`src/rtl/dmem_lowx_bridge.sv`:
```
// dmem_lowx_bridge: serialises lowX line/uncached requests into XLEN beats.
// Optional per-beat response timeout: define DMEM_LOWX_BRIDGE_TIMEOUT_EN.
module dmem_lowx_bridge #(
   parameter int XLEN           = 32,
   parameter int BLK_SIZE       = 128,
   parameter int ADDR_W         = 32,
   parameter int ID_W           = 4,
   parameter int TIMEOUT_CYCLES = 1024
) (
   input  logic                clk_i,
   input  logic                rst_ni,
   input  logic                req_valid_i,
   output logic                req_ready_o,
   input  logic [ADDR_W-1:0]   req_addr_i,
   input  logic                req_rw_i,
   input  logic                req_uncached_i,
   input  logic [XLEN/8-1:0]   req_wstrb_i,
   input  logic [BLK_SIZE-1:0] req_data_i,
   input  logic [ID_W-1:0]     req_id_i,
   output logic                res_valid_o,
   input  logic                res_ready_i,
   output logic [BLK_SIZE-1:0] res_data_o,
   output logic [ID_W-1:0]     res_id_o,
   output logic                res_err_o,
   output logic                mem_req_valid_o,
   input  logic                mem_req_ready_i,
   output logic [ADDR_W-1:0]   mem_addr_o,
   output logic                mem_we_o,
   output logic [XLEN-1:0]     mem_wdata_o,
   output logic [XLEN/8-1:0]   mem_wstrb_o,
   input  logic                mem_rvalid_i,
   input  logic [XLEN-1:0]     mem_rdata_i,
   input  logic                mem_err_i
);

   localparam int NBEATS = BLK_SIZE / XLEN;
   localparam int IDX_W  = $clog2(NBEATS);
   localparam int SB     = XLEN / 8;
   localparam int WOFF_W = $clog2(SB);
   localparam int LOFF_W = $clog2(BLK_SIZE / 8);

   typedef enum logic [1:0] {IDLE, ISSUE, WAIT, RESP} state_t;

   state_t                     state_q, state_d;
   logic [ADDR_W-LOFF_W-1:0]   line_q;
   logic                       rw_q;
   logic                       unc_q;
   logic [SB-1:0]              wstrb_q;
   logic [BLK_SIZE-1:0]        wdata_q;
   logic [BLK_SIZE-1:0]        buf_q;
   logic [ID_W-1:0]            id_q;
   logic [IDX_W-1:0]           idx_q;
   logic                       err_q;
   logic                       last;
   logic                       tmo_hit;
   logic                       unused_addr;

   assign last        = unc_q || (idx_q == IDX_W'(NBEATS - 1));
   assign unused_addr = ^req_addr_i[WOFF_W-1:0];

`ifdef DMEM_LOWX_BRIDGE_TIMEOUT_EN
   localparam int TW = $clog2(TIMEOUT_CYCLES + 1);
   logic [TW-1:0] tmo_q;

   assign tmo_hit = (state_q == WAIT) && !mem_rvalid_i &&
                    (tmo_q == TW'(TIMEOUT_CYCLES - 1));

   always_ff @(posedge clk_i or negedge rst_ni) begin
      if (!rst_ni) begin
         tmo_q <= '0;
      end else if (state_q != WAIT) begin
         tmo_q <= '0;
      end else if (!mem_rvalid_i) begin
         tmo_q <= tmo_q + 1'b1;
      end
   end
`else
   logic unused_tmo;
   assign unused_tmo = (TIMEOUT_CYCLES != 0);
   assign tmo_hit    = 1'b0;
`endif

   always_ff @(posedge clk_i or negedge rst_ni) begin
      if (!rst_ni) state_q <= IDLE;
      else         state_q <= state_d;
   end

   always_comb begin
      state_d         = state_q;
      req_ready_o     = 1'b0;
      res_valid_o     = 1'b0;
      res_data_o      = '0;
      res_id_o        = '0;
      res_err_o       = 1'b0;
      mem_req_valid_o = 1'b0;
      mem_addr_o      = '0;
      mem_we_o        = 1'b0;
      mem_wdata_o     = '0;
      mem_wstrb_o     = '0;
      unique case (state_q)
         IDLE: begin
            req_ready_o = 1'b1;
            if (req_valid_i) state_d = ISSUE;
         end
         ISSUE: begin
            mem_req_valid_o = 1'b1;
            // base + 4*idx; for uncached idx is the word offset itself
            mem_addr_o      = {line_q, idx_q, WOFF_W'(0)};
            mem_we_o        = rw_q;
            mem_wdata_o     = wdata_q[idx_q*XLEN +: XLEN];
            mem_wstrb_o     = !rw_q ? '0 : (unc_q ? wstrb_q : '1);
            if (mem_req_ready_i) state_d = WAIT;
         end
         WAIT: begin
            if (mem_rvalid_i) state_d = (mem_err_i || last) ? RESP : ISSUE;
            else if (tmo_hit) state_d = RESP;
         end
         RESP: begin
            res_valid_o = 1'b1;
            res_data_o  = buf_q;
            res_id_o    = id_q;
            res_err_o   = err_q;
            if (res_ready_i) state_d = IDLE;
         end
         default: state_d = IDLE;
      endcase
   end

   always_ff @(posedge clk_i or negedge rst_ni) begin
      if (!rst_ni) begin
         line_q  <= '0;
         rw_q    <= 1'b0;
         unc_q   <= 1'b0;
         wstrb_q <= '0;
         wdata_q <= '0;
         buf_q   <= '0;
         id_q    <= '0;
         idx_q   <= '0;
         err_q   <= 1'b0;
      end else begin
         case (state_q)
            IDLE: if (req_valid_i) begin
               line_q  <= req_addr_i[ADDR_W-1:LOFF_W];
               rw_q    <= req_rw_i;
               unc_q   <= req_uncached_i;
               wstrb_q <= req_wstrb_i;
               wdata_q <= req_data_i;
               id_q    <= req_id_i;
               buf_q   <= '0;
               err_q   <= 1'b0;
               idx_q   <= req_uncached_i ?
                          req_addr_i[LOFF_W-1:WOFF_W] : '0;
            end
            WAIT: begin
               if (mem_rvalid_i) begin
                  if (!rw_q) buf_q[idx_q*XLEN +: XLEN] <= mem_rdata_i;
                  if (mem_err_i)  err_q <= 1'b1;
                  else if (!last) idx_q <= idx_q + 1'b1;
               end else if (tmo_hit) begin
                  err_q <= 1'b1;
               end
            end
            default: ;
         endcase
      end
   end

endmodule

```
`config.mk`:
```
export PLATFORM = sky130hd
export DESIGN_NAME = dmem_lowx_bridge
export DESIGN_NICKNAME = d
export VERILOG_FILES = /design/src/rtl/dmem_lowx_bridge.sv
export SDC_FILE = /design/constraint.sdc
export NUM_CORES = 1
export LEC_CHECK = 0
export BUFFER_PORTS_ARGS = -buffer_cell sky130_fd_sc_hd__buf_2
export CORE_UTILIZATION = 42
export DETAILED_ROUTE_END_ITERATION = 8
export GPL_ROUTABILITY_DRIVEN = 0
export HOLD_SLACK_MARGIN = 0.02
export PLACE_DENSITY = 0.72
export SYNTH_ARGS = -nofsm -noshare
export SYNTH_HDL_FRONTEND = slang
export SYNTH_SLANG_ARGS = --single-unit
```
`constraint.sdc`:
```
create_clock -name clk_i -period 2.1 [get_ports clk_i]
set_input_delay 0.105 -clock clk_i [delete_from_list [all_inputs] [get_ports clk_i]]
set_output_delay 0.105 -clock clk_i [all_outputs]
set_load 0.05 [all_outputs]
```
==> results.py, run 1 <==
metrics = {
    "floorplan": {
        "rows": 65,
        "die_h_um": 180.5,
        "io_pins": 414,
        "die_x_um": 180.5,
        "die_area_sq_um": 32590,
        "start_util_pct": 42.53,
        "core_area_sq_um": 31470,
    },
    "clock_network": {
        "clk_path_buf_depth": 3,
        "clock-sinks": 299,
        "cts_tree": "done",
        "cts-root-buf": "clkbuf_16",
        "clk_pin_slew_ns": 0.06,
        "cts_made_buffers": 34,
        "ctsHtreeMaxLevel": 2,
        "clk_latency_ns": 0.51,
    },
    "place": {
        "dp.cells": 1736,
        "port_buffers": 409,
        "place_ws_ns": 0.1707,
        "place_hpwl_um": 24880,
    },
    "routing": {
        "drc": 0,
        "wl_per_cell_um": 22.96,
        "drt_iter0_drc": 773,
        "vias_per_cell": 5.542,
        "ant_nets": 0,
        "num_vias": 11270,
        "wl_um": 46690,
        "first_pass_iters": 5,
    },
    "power_and_ir_drop": {
        "p_int_uw": 17420,
        "powerDensity_nw_per_um2": 1400,
        "p_sw_share_pct": 38.52,
        "combPwrFrac_pct": 47.6,
        "ir_drop_uv": 683.2,
        "p_leak_uw": 0.01013,
        "seqPwrFrac_pct": 31.6,
        "clockPowerShare_pct": 20.8,
        "p_sw_uw": 10910,
    },
    "layout": {
        "final_common_cell": "dfrtp_1",
        "nets": 1821,
        "fill_cells": 2181,
        "instances_no_fill": 2034,
        "drive_above_1_share_pct": 47.06,
        "seq_area_sq_um": 7492,
        "layout_common_cells": "dfrtp_1 (295), buf_2 (288), dlygate4sd3_1 (206), mux2_2 (162), and3_1 (133)",
        "multiInputGateArea_sq_um": 5504,
        "area_delta_synth_final_pct": 51.22,
    },
    "logic_synthesis": {
        "ys_ff_latch": 299,
        "ys_warn_count": 0,
        "netlist_area_sq_um": 13390,
        "yosysSeqAreaShare_pct": 55.90,
        "ys_types": 39,
        "syn_inst": 984,
        "postSynthAreaPerCell_sq_um": 13.60,
    },
    "timing": {
        "skew_ns": 0.01986,
        "setup_viol": 29,
        "slew_headroom_pct": 65.97,
        "finalHoldViolations": 0,
        "rsz0062_at_grt": "true",
        "finalSetupTns_ns": -1.266,
        "setup_ws_ns": -0.1188,
        "max_freq_mhz": 450.7,
        "drv_slew": 0,
        "worst_slew_pin_slew_ns": 0.5104,
        "post-route-min-period_ns": 2.219,
        "final.period_utilization_pct": 105.7,
    },
    "status": {
        "status": "finished, violations left",
        "violations": "setup timing",
    },
    "run": {
        "drv_cap": 0,
    },
    "grt": {
        "grt_pass1_wl_um": 67520,
        "grt_overflow": 0,
        "grt_usage_pct": 26.61,
        "grt_pass1_vias": 11600,
        "antenna_found_initial": 3,
        "grt_max_degree": 137,
    },
    "setup_path": {
        "slowest_stage": "mux4_2",
        "cp-end-kind": "output port",
        "cp_slowest_stage_delay_ns": 0.56,
        "critical_path.max_fanout": 7,
        "cp_cell_sequence": "buf_12, buf_16, mux4_2, and2_4, buf_6",
        "reg2reg_depth": 10,
        "critical_path_class": "reg2out",
        "cp.arrival_ns": 2.11,
        "required_ns": 2.00,
        "worstSetupStartpointType": "flop",
    },
    "worst_hold_path": {
        "worst_hold_path_type": "in2reg",
        "whs_path_depth": 4,
    },
}
## kinds of logic (layout without fill, tap and decap cells)
family          after synthesis  after routing  share of synthesized area (%)
compound gates              150            150                          9.422
fa+ha+maj                     6              6                         0.5608
buf+inv                     103            748                          3.917
flops                       299            299                          55.90
mux                         194            194                          19.01
other cells                   1              4                        0.02802
simple gates                231            231                          11.16
## routing by layer
metal  global-route usage, %  wire, um  vias up
met2                   44.48     22980      631
li1                        -         -     4865
met1                   32.91     18030     5655
met4                   10.15      1656        2
met5                       0        13        -
met3                   7.195      4009      119
## synth_stat cells, drive strengths merged
master,n,area (sq um)
nand2b,2,12.51
nor4,2,42.54
nor2,2,7.510
ha,6,75.07
a221oi,1,8.760
a21o,4,30.03
nor3b,3,22.52
nor2b,1,6.260
o21ai,6,30.03
clkbuf,54,203.9
conb,1,3.750
inv,8,30.03
a31oi,1,6.260
buf,41,290.3
and2,62,387.9
and4b,1,10.01
nand3,1,5.000
a211oi,1,7.510
o211ai,1,7.510
mux2,162,1824
o22ai,1,6.260
a311oi,1,8.760
mux4,32,720.7
a21oi,5,25.02
and3,133,832.1
a22o,128,1121
dfrtp,299,7482
nand2,14,52.55
nor4b,2,32.53
nand4bb,1,27.53
nor3,3,20.02
o32a,1,10.01
nand4b,4,35.03
## cell type report
class	instances	area share, %
antenna	2	0.02473
clock buffer	52	5.087
clock inverter	8	0.3524
inverter	8	0.1669
multi-input combinational	583	27.19
sequential	299	37.02
tap	402	2.485
timing repair buffer	680	27.68
## final timing paths
check	end	startpoint	slack, ns
worst max-delay path	mem_wdata_o[25]	idx_q[0]$_DFFE_PN0P_	-0.12
worst min-delay path	idx_q[0]$_DFFE_PN0P_	req_addr_i[2]	0.07
max in group asynchronous	wdata_q[93]$_DFFE_PN0P_	rst_ni	1.16
worst max register to register	buf_q[68]$_DFFE_PN0P_	idx_q[0]$_DFFE_PN0P_	-0.05
worst min register to register	buf_q[41]$_DFFE_PN0P_	buf_q[41]$_DFFE_PN0P_	0.49
min in group asynchronous	wdata_q[21]$_DFFE_PN0P_	rst_ni	0.15
## power groups by stage
stage	Sequential, uW	Clock (uW)	Combinational, uW
2_1_floorplan	8360	0	8360
3_3_place_gp	8720	0	10600
3_5_place_dp	8840	0	10700
4_1_cts	8750	5940	12600
5_1_grt	9130	6230	14100
6_report	8950	5890	13500
## critical path, delay by kind of cell, from the launching register on
kind | cells | cell delay [ns]
multiplexers | 1 | 0.56
buffers and inverters | 3 | 0.44
flip-flops | 1 | 0.43
AND/OR/NAND/NOR | 1 | 0.19
## sequential cells by signal, indices dropped and copies added, names as in the netlist
register  cells
buf_q       128
wdata_q     128
line_q       28
id_q          4
wstrb_q       4
idx_q         2
state_q       2
err_q         1
rw_q          1
unc_q         1
## what timing repair did
item                       in CTS  in global routing
gates cloned                    4                  9
hold buffers                  206                  0
setup endpoints to repair     171                267
gates resized for setup       173                 47
pin swaps                       1                 41
buffers inserted                8                 10
hold endpoints to repair      445                  0
## through the flow
step / hold WS (ns) / total power, uW / instance area (sq um) / util, %
floorplan: -0.1906 / 16720 / 13390 / -
global placement: 0.07933 / 19280 / 15990 / 50.79
detailed placement: 0.08417 / 19580 / 15990 / 50.79
CTS: 0.03783 / 27320 / 19850 / 63.07
global route: 0.08366 / 29470 / 20240 / 64.31
finish: 0.07185 / 28340 / 20240 / 64.31
(Power assumes the default switching activity.)
==> run 2: changes to the inputs <==
--- a/config.mk
+++ b/config.mk
@@ -6,11 +6,12 @@
 export NUM_CORES = 1
 export LEC_CHECK = 0
 export BUFFER_PORTS_ARGS = -buffer_cell sky130_fd_sc_hd__buf_2
-export CORE_UTILIZATION = 42
+export CORE_UTILIZATION = 43
 export DETAILED_ROUTE_END_ITERATION = 8
 export GPL_ROUTABILITY_DRIVEN = 0
 export HOLD_SLACK_MARGIN = 0.02
-export PLACE_DENSITY = 0.72
+export PLACE_DENSITY = 0.74
+export SETUP_SLACK_MARGIN = 0.2
 export SYNTH_ARGS = -nofsm -noshare
 export SYNTH_HDL_FRONTEND = slang
 export SYNTH_SLANG_ARGS = --single-unit
==> run 2 against run 1 <==
Compared with the run above:
- the flow still finishes with violations (setup timing)
- combinational power increased by 45%
- non-clock buffer count increased by 74
- cell area increased by 19%
- first-iteration DRC count increased by 24%
- critical path depth unchanged
- register-to-register slack improved by 0.03 ns
- core utilization increased by 14 points
- global-route usage increased by 5.2 points
- clock power decreased by 2%
- clock-buffer cell count increased by 1
- largest cell class is now buffers
- largest power group unchanged
==> results.py, run 2 (same netlist as run 1, synthesis figures left out) <==
metrics = {
    "layout": {
        "layout_common_cells": "dfrtp_1 (295), buf_2 (216), dlygate4sd3_1 (205), mux2_4 (145), a22o_1 (128)",
        "drive_above_1_share_pct": 57.55,
        "final_common_cell": "dfrtp_1",
        "reg.largest.list": "buf_q (128), wdata_q (128), line_q (28)",
        "postLayoutCellArea_sq_um": 24010,
        "area_delta_synth_final_pct": 79.40,
        "nets": 1895,
    },
    "grt": {
        "grt_overflow": 0,
        "grt_max_degree": 76,
        "grt_usage_pct": 31.77,
        "grt_pass1_wl_um": 76370,
        "grt_pass1_vias": 12710,
        "antenna_found_initial": 6,
    },
    "floorplan": {
        "start_util_pct": 43.76,
        "core_area_sq_um": 30590,
        "die_x_um": 178.4,
        "die_h_um": 178.4,
        "io_pins": 414,
        "rows": 64,
        "die_area_sq_um": 31840,
    },
    "place": {
        "placed_cell_area_sq_um": 16080,
        "place_hpwl_um": 26080,
        "place_ws_ns": 0.2210,
        "port_buffers": 409,
    },
    "setup_path": {
        "critical_path.max_fanout": 9,
        "r2r_slack_ns": -0.02,
        "worstSetupStartpointType": "flop",
        "critical_path_class": "reg2out",
        "cp.arrival_ns": 2.10,
        "cp-end-kind": "output port",
        "required_ns": 2.00,
    },
    "clock_network": {
        "cts_made_buffers": 34,
        "ctsHtreeMaxLevel": 2,
        "cts-root-buf": "clkbuf_16",
        "clk_latency_ns": 0.52,
        "clk_pin_slew_ns": 0.07,
        "clk_path_buf_depth": 3,
        "clock-sinks": 299,
        "cts_tree": "done",
    },
    "timing": {
        "drv_slew": 0,
        "max_freq_mhz": 452.5,
        "hold_ws_ns": 0.01422,
        "slew_headroom_pct": 54.49,
        "rsz0062_at_grt": "true",
        "post-route-min-period_ns": 2.210,
        "worst_slew_pin_slew_ns": 0.6826,
        "setup_ws_ns": -0.1099,
        "final.period_utilization_pct": 105.2,
        "setup_viol": 33,
        "finalHoldViolations": 0,
        "skew_ns": 0.02866,
        "finalSetupTns_ns": -1.921,
    },
    "routing": {
        "vias_per_cell": 6.135,
        "route.met3.wl_um": 6669,
        "wl_met1_um": 21900,
        "ant_nets": 0,
        "wl_met2_um": 30990,
        "drt_iter0_drc": 960,
        "first_pass_iters": 5,
        "wl_per_cell_um": 30.82,
        "drc": 0,
        "top_layer_used": "met5",
        "num_vias": 12900,
        "wl_um": 64790,
    },
    "status": {
        "violations": "setup timing",
        "status": "finished, violations left",
    },
    "run": {
        "drv_cap": 0,
    },
    "power_and_ir_drop": {
        "ir_drop_uv": 755.0,
        "p_leak_uw": 0.01134,
        "powerDensity_nw_per_um2": 1446,
    },
    "worst_hold_path": {
        "worst_hold_path_type": "in2reg",
    },
}
run 2: cell count changes in the layout (fill, tap and decap cells not counted), moves of 6 or more:
cell | before | now
buf_12 | 23 | 41
mux2_4 | 0 | 145
clkbuf_4 | 6 | 0
and2_4 | 31 | 51
clkbuf_16 | 42 | 66
buf_16 | 5 | 16
mux2_2 | 162 | 17
and3_1 | 133 | 18
buf_4 | 102 | 30
and3_4 | 0 | 115
buf_8 | 8 | 103
buf_6 | 35 | 112
and2_1 | 31 | 11
buf_2 | 288 | 216
run 2: metal layers:
layer  vias up  track usage (%)
met5         -                0
met4         4            17.62
met3       370            6.799
met2      1062            53.47
met1      6425            37.80
li1       5035                -
run 2: cell type report:
type                    instances  area, sq um
repair buffers                754         8203
diodes                          5        12.51
clock inverters                 4        26.28
clock buffers                  53         1013
inverters                       8        32.53
well taps                     396        495.5
multi-input cells             583         6738
fillers                      1548         6576
flip-flops and latches        299         7492
run 2: report_power, final:
| group | leakage, uW | internal (uW) | switching [uW] |
|---|---|---|---|
| clock network | 0.000507 | 3310 | 2440 |
| registers | 0.00380 | 7700 | 1700 |
| logic | 0.00703 | 10100 | 9450 |
run 2: final timing paths:
path                       cells past startpoint                  endpoint                   start
max in group asynchronous                      3     buf_q[58]$_DFFE_PN0P_                  rst_ni
min in group asynchronous                      2  wdata_q[116]$_DFFE_PN0P_                  rst_ni
max                                            5           mem_wdata_o[15]    idx_q[0]$_DFFE_PN0P_
max reg2reg                                    8  wdata_q[127]$_DFFE_PN0P_  state_q[0]$_DFFE_PN0P_
min reg2reg                                    1     buf_q[14]$_DFFE_PN0P_   buf_q[14]$_DFFE_PN0P_
min                                            3    state_q[0]$_DFFE_PN0P_             req_valid_i
run 2: worst max-delay path, cell delays in order, from the launching register on:
cell and delay (ns):
dfrtp_2 0.44, buf_12 0.17, buf_12 0.14, mux4_2 0.52
and2_4 0.19, buf_6 0.15
run 2: repair_timing:
action	CTS	global route
hold endpoints to repair	363	0
hold buffers	206	0
endpoints found under the setup margin	197	498
pin swaps	32	19
cloned	11	36
buffers inserted	28	20
gates resized for setup	496	459
run 2: metrics by stage:
step	cells	util (%)	power, uW
after floorplan	985	-	16770
after global placement	1740	52.56	19390
after detailed placement	1740	52.56	19730
after CTS	2042	70.11	29490
after global routing	2101	78.49	35480
final	2102	78.50	34730
==> run 3: changes to the inputs <==
==> constraint.sdc (replaced) <==
create_clock -name clk_i -period 2 [get_ports clk_i]
set_input_delay 0.1 -clock clk_i [delete_from_list [all_inputs] [get_ports clk_i]]
set_output_delay 0.1 -clock clk_i [all_outputs]
set_load 0.05 [all_outputs]
==> run 3 against run 2 <==
Compared with the run above:
- the run still ends with setup timing left
- global-route usage is 0.68 points lower
- register-to-register slack got worse by 0.22 ns
- critical path depth up 1
- sequential cell count unchanged
- cell area shrank 1.6%
- cell count is essentially flat
- clock skew is 0.017 ns lower
- die area stayed put
- hold slack better by 0.052 ns
- via count is 2.1% lower
- sequential share of layout area grew 0.51 points
- critical path type is now reg2reg
- critical endpoint is now wdata_q[43]$_DFFE_PN0P_
==> results.py, run 3 (same netlist as run 1, synthesis figures left out) <==
metrics = {
    "timing": {
        "slew_headroom_pct": 62.84,
        "final.period_utilization_pct": 112.2,
        "drv_slew": 0,
        "finalSetupTns_ns": -34.87,
        "worst_slew_pin_slew_ns": 0.5574,
        "rsz0062_at_grt": "true",
        "max_freq_mhz": 445.5,
        "skew_ns": 0.01174,
        "setup_viol": 391,
        "finalHoldViolations": 0,
        "post-route-min-period_ns": 2.245,
        "setup_ws_ns": -0.2446,
    },
    "layout": {
        "seq_area_sq_um": 7492,
        "layout_common_cells": "dfrtp_1 (295), buf_2 (235), dlygate4sd3_1 (206), a22o_1 (126), buf_6 (125)",
        "area_delta_synth_final_pct": 76.50,
        "fill_cells": 1602,
        "reg.largest.list": "buf_q (128), wdata_q (128), line_q (28)",
        "utilization_pct": 77.23,
        "final_common_cell": "dfrtp_1",
        "multiInputGateArea_sq_um": 6439,
        "drive_above_1_share_pct": 55.44,
        "postLayoutCellArea_sq_um": 23630,
        "nets": 1894,
    },
    "clock_network": {
        "clk_latency_ns": 0.56,
        "cts-root-buf": "clkbuf_16",
        "clk_path_buf_depth": 3,
        "clock-sinks": 299,
        "cts_made_buffers": 31,
        "clk_pin_slew_ns": 0.06,
        "cts_tree": "done",
        "ctsHtreeMaxLevel": 1,
    },
    "floorplan": {
        "die_x_um": 178.4,
        "die_h_um": 178.4,
        "rows": 64,
        "start_util_pct": 43.76,
        "core_area_sq_um": 30590,
        "io_pins": 414,
        "die_area_sq_um": 31840,
    },
    "routing": {
        "num_vias": 12630,
        "vias_per_cell": 6.013,
        "wl_um": 62950,
        "drt_iter0_drc": 1245,
        "first_pass_iters": 6,
        "ant_nets": 0,
        "drc": 0,
        "wl_per_cell_um": 29.98,
    },
    "grt": {
        "grt_max_degree": 83,
        "grt_usage_pct": 31.09,
        "antenna_found_initial": 2,
        "grt_pass1_wl_um": 74870,
        "grt_pass1_vias": 12730,
        "grt_overflow": 0,
    },
    "run": {
        "drv_cap": 0,
    },
    "setup_path": {
        "critical_path.max_fanout": 20,
        "cp-end-kind": "flop",
        "required_ns": 2.43,
        "critical_path_class": "reg2reg",
        "cp.arrival_ns": 2.68,
        "worstSetupStartpointType": "flop",
        "reg2reg_depth": 6,
    },
    "power_and_ir_drop": {
        "combPwrFrac_pct": 56.6,
        "p_sw_uw": 14080,
        "powerDensity_nw_per_um2": 1530,
        "p_leak_uw": 0.01138,
        "seqPwrFrac_pct": 27.1,
        "p_sw_share_pct": 38.93,
        "p_int_uw": 22080,
        "clockPowerShare_pct": 16.2,
        "ir_drop_uv": 987.9,
    },
    "place": {
        "place_hpwl_um": 25760,
        "port_buffers": 409,
        "place_ws_ns": 0.1425,
        "placed_cell_area_sq_um": 16020,
    },
    "status": {
        "status": "finished, violations left",
        "violations": "setup timing",
    },
    "worst_hold_path": {
        "worst_hold_path_type": "in2async",
    },
}
[run 3: cell types whose count changed in the layout (fill, tap and decap cells not counted), sizes merged]
| cell | delta |
|---|---|
| bufinv | +1 |
| buf | +2 |
| clkinv | +3 |
| diode | -2 |
| inv | -1 |
| clkbuf | -5 |
| clkinvlp | -1 |
| dlygate4sd3 | +1 |
[run 3: critical path: stages, from the launching register on]
cell and delay [ns]:
dfrtp_4 0.52, buf_6 0.14, buf_6 0.12, nor3b_4 0.46
buf_4 0.26, buf_8 0.22, mux2_2 0.41
[run 3: power by group through the flow]
| stage | logic, uW | registers, uW | clock network [uW] |
|---|---|---|---|
| floorplan | 9020 | 8780 | 0 |
| global placement | 11200 | 9170 | 0 |
| detailed placement | 11400 | 9310 | 0 |
| CTS | 15900 | 9220 | 5820 |
| global route | 21000 | 9870 | 6170 |
| finish | 20500 | 9800 | 5880 |
[run 3: repair_timing]
item | 4_1_cts | 5_1_grt
resized for setup | 480 | 323
cloned | 20 | 41
endpoints found under the hold margin | 585 | 0
pin swaps | 49 | 133
hold buffers | 206 | 0
setup buffers | 23 | 16
setup endpoints to repair | 303 | 499
[run 3: metal layers]
layer  wire (um)  up-vias  share of wire [%]  track usage (%)
met2       30140     1009                 48            53.33
li1            -     5023                  -                -
met3        6524      314                 10            7.523
met5           0        -                  0                0
met4        4214        0                6.7            14.69
met1       22070     6282                 35            36.56
[run 3: worst paths after layout]
kind / from / slack, ns / to
min reg2reg: buf_q[49]$_DFFE_PN0P_ / 0.49 / buf_q[49]$_DFFE_PN0P_
max in group asynchronous: rst_ni / 1.14 / buf_q[61]$_DFFE_PN0P_
max: state_q[1]$_DFFE_PN0P_ / -0.24 / wdata_q[43]$_DFFE_PN0P_
max reg2reg: state_q[1]$_DFFE_PN0P_ / -0.24 / wdata_q[43]$_DFFE_PN0P_
min: rst_ni / 0.07 / wdata_q[52]$_DFFE_PN0P_
min in group clk_i: req_wstrb_i[2] / 0.30 / wstrb_q[2]$_DFFE_PN0P_
[run 3: per-stage QoR]
| stage | hold slack, ns | power, uW | cells |
|---|---|---|---|
| floorplan | -0.1956 | 17800 | 985 |
| global placement | 0.07534 | 20330 | 1736 |
| detailed placement | 0.07610 | 20700 | 1736 |
| CTS | 0.09105 | 30940 | 2040 |
| global route | 0.1111 | 37020 | 2099 |
| finish | 0.06623 | 36160 | 2100 |
[run 3: cell type report]
| cell class | instances | area share [%] |
|---|---|---|
| clock inverter | 6 | 0.2489 |
| antenna | 3 | 0.03178 |
| multi-input combinational | 583 | 27.25 |
| inverter | 8 | 0.1695 |
| clock buffer | 49 | 4.036 |
| sequential | 299 | 31.71 |
| timing repair buffer | 756 | 34.45 |
| tap | 396 | 2.097 |
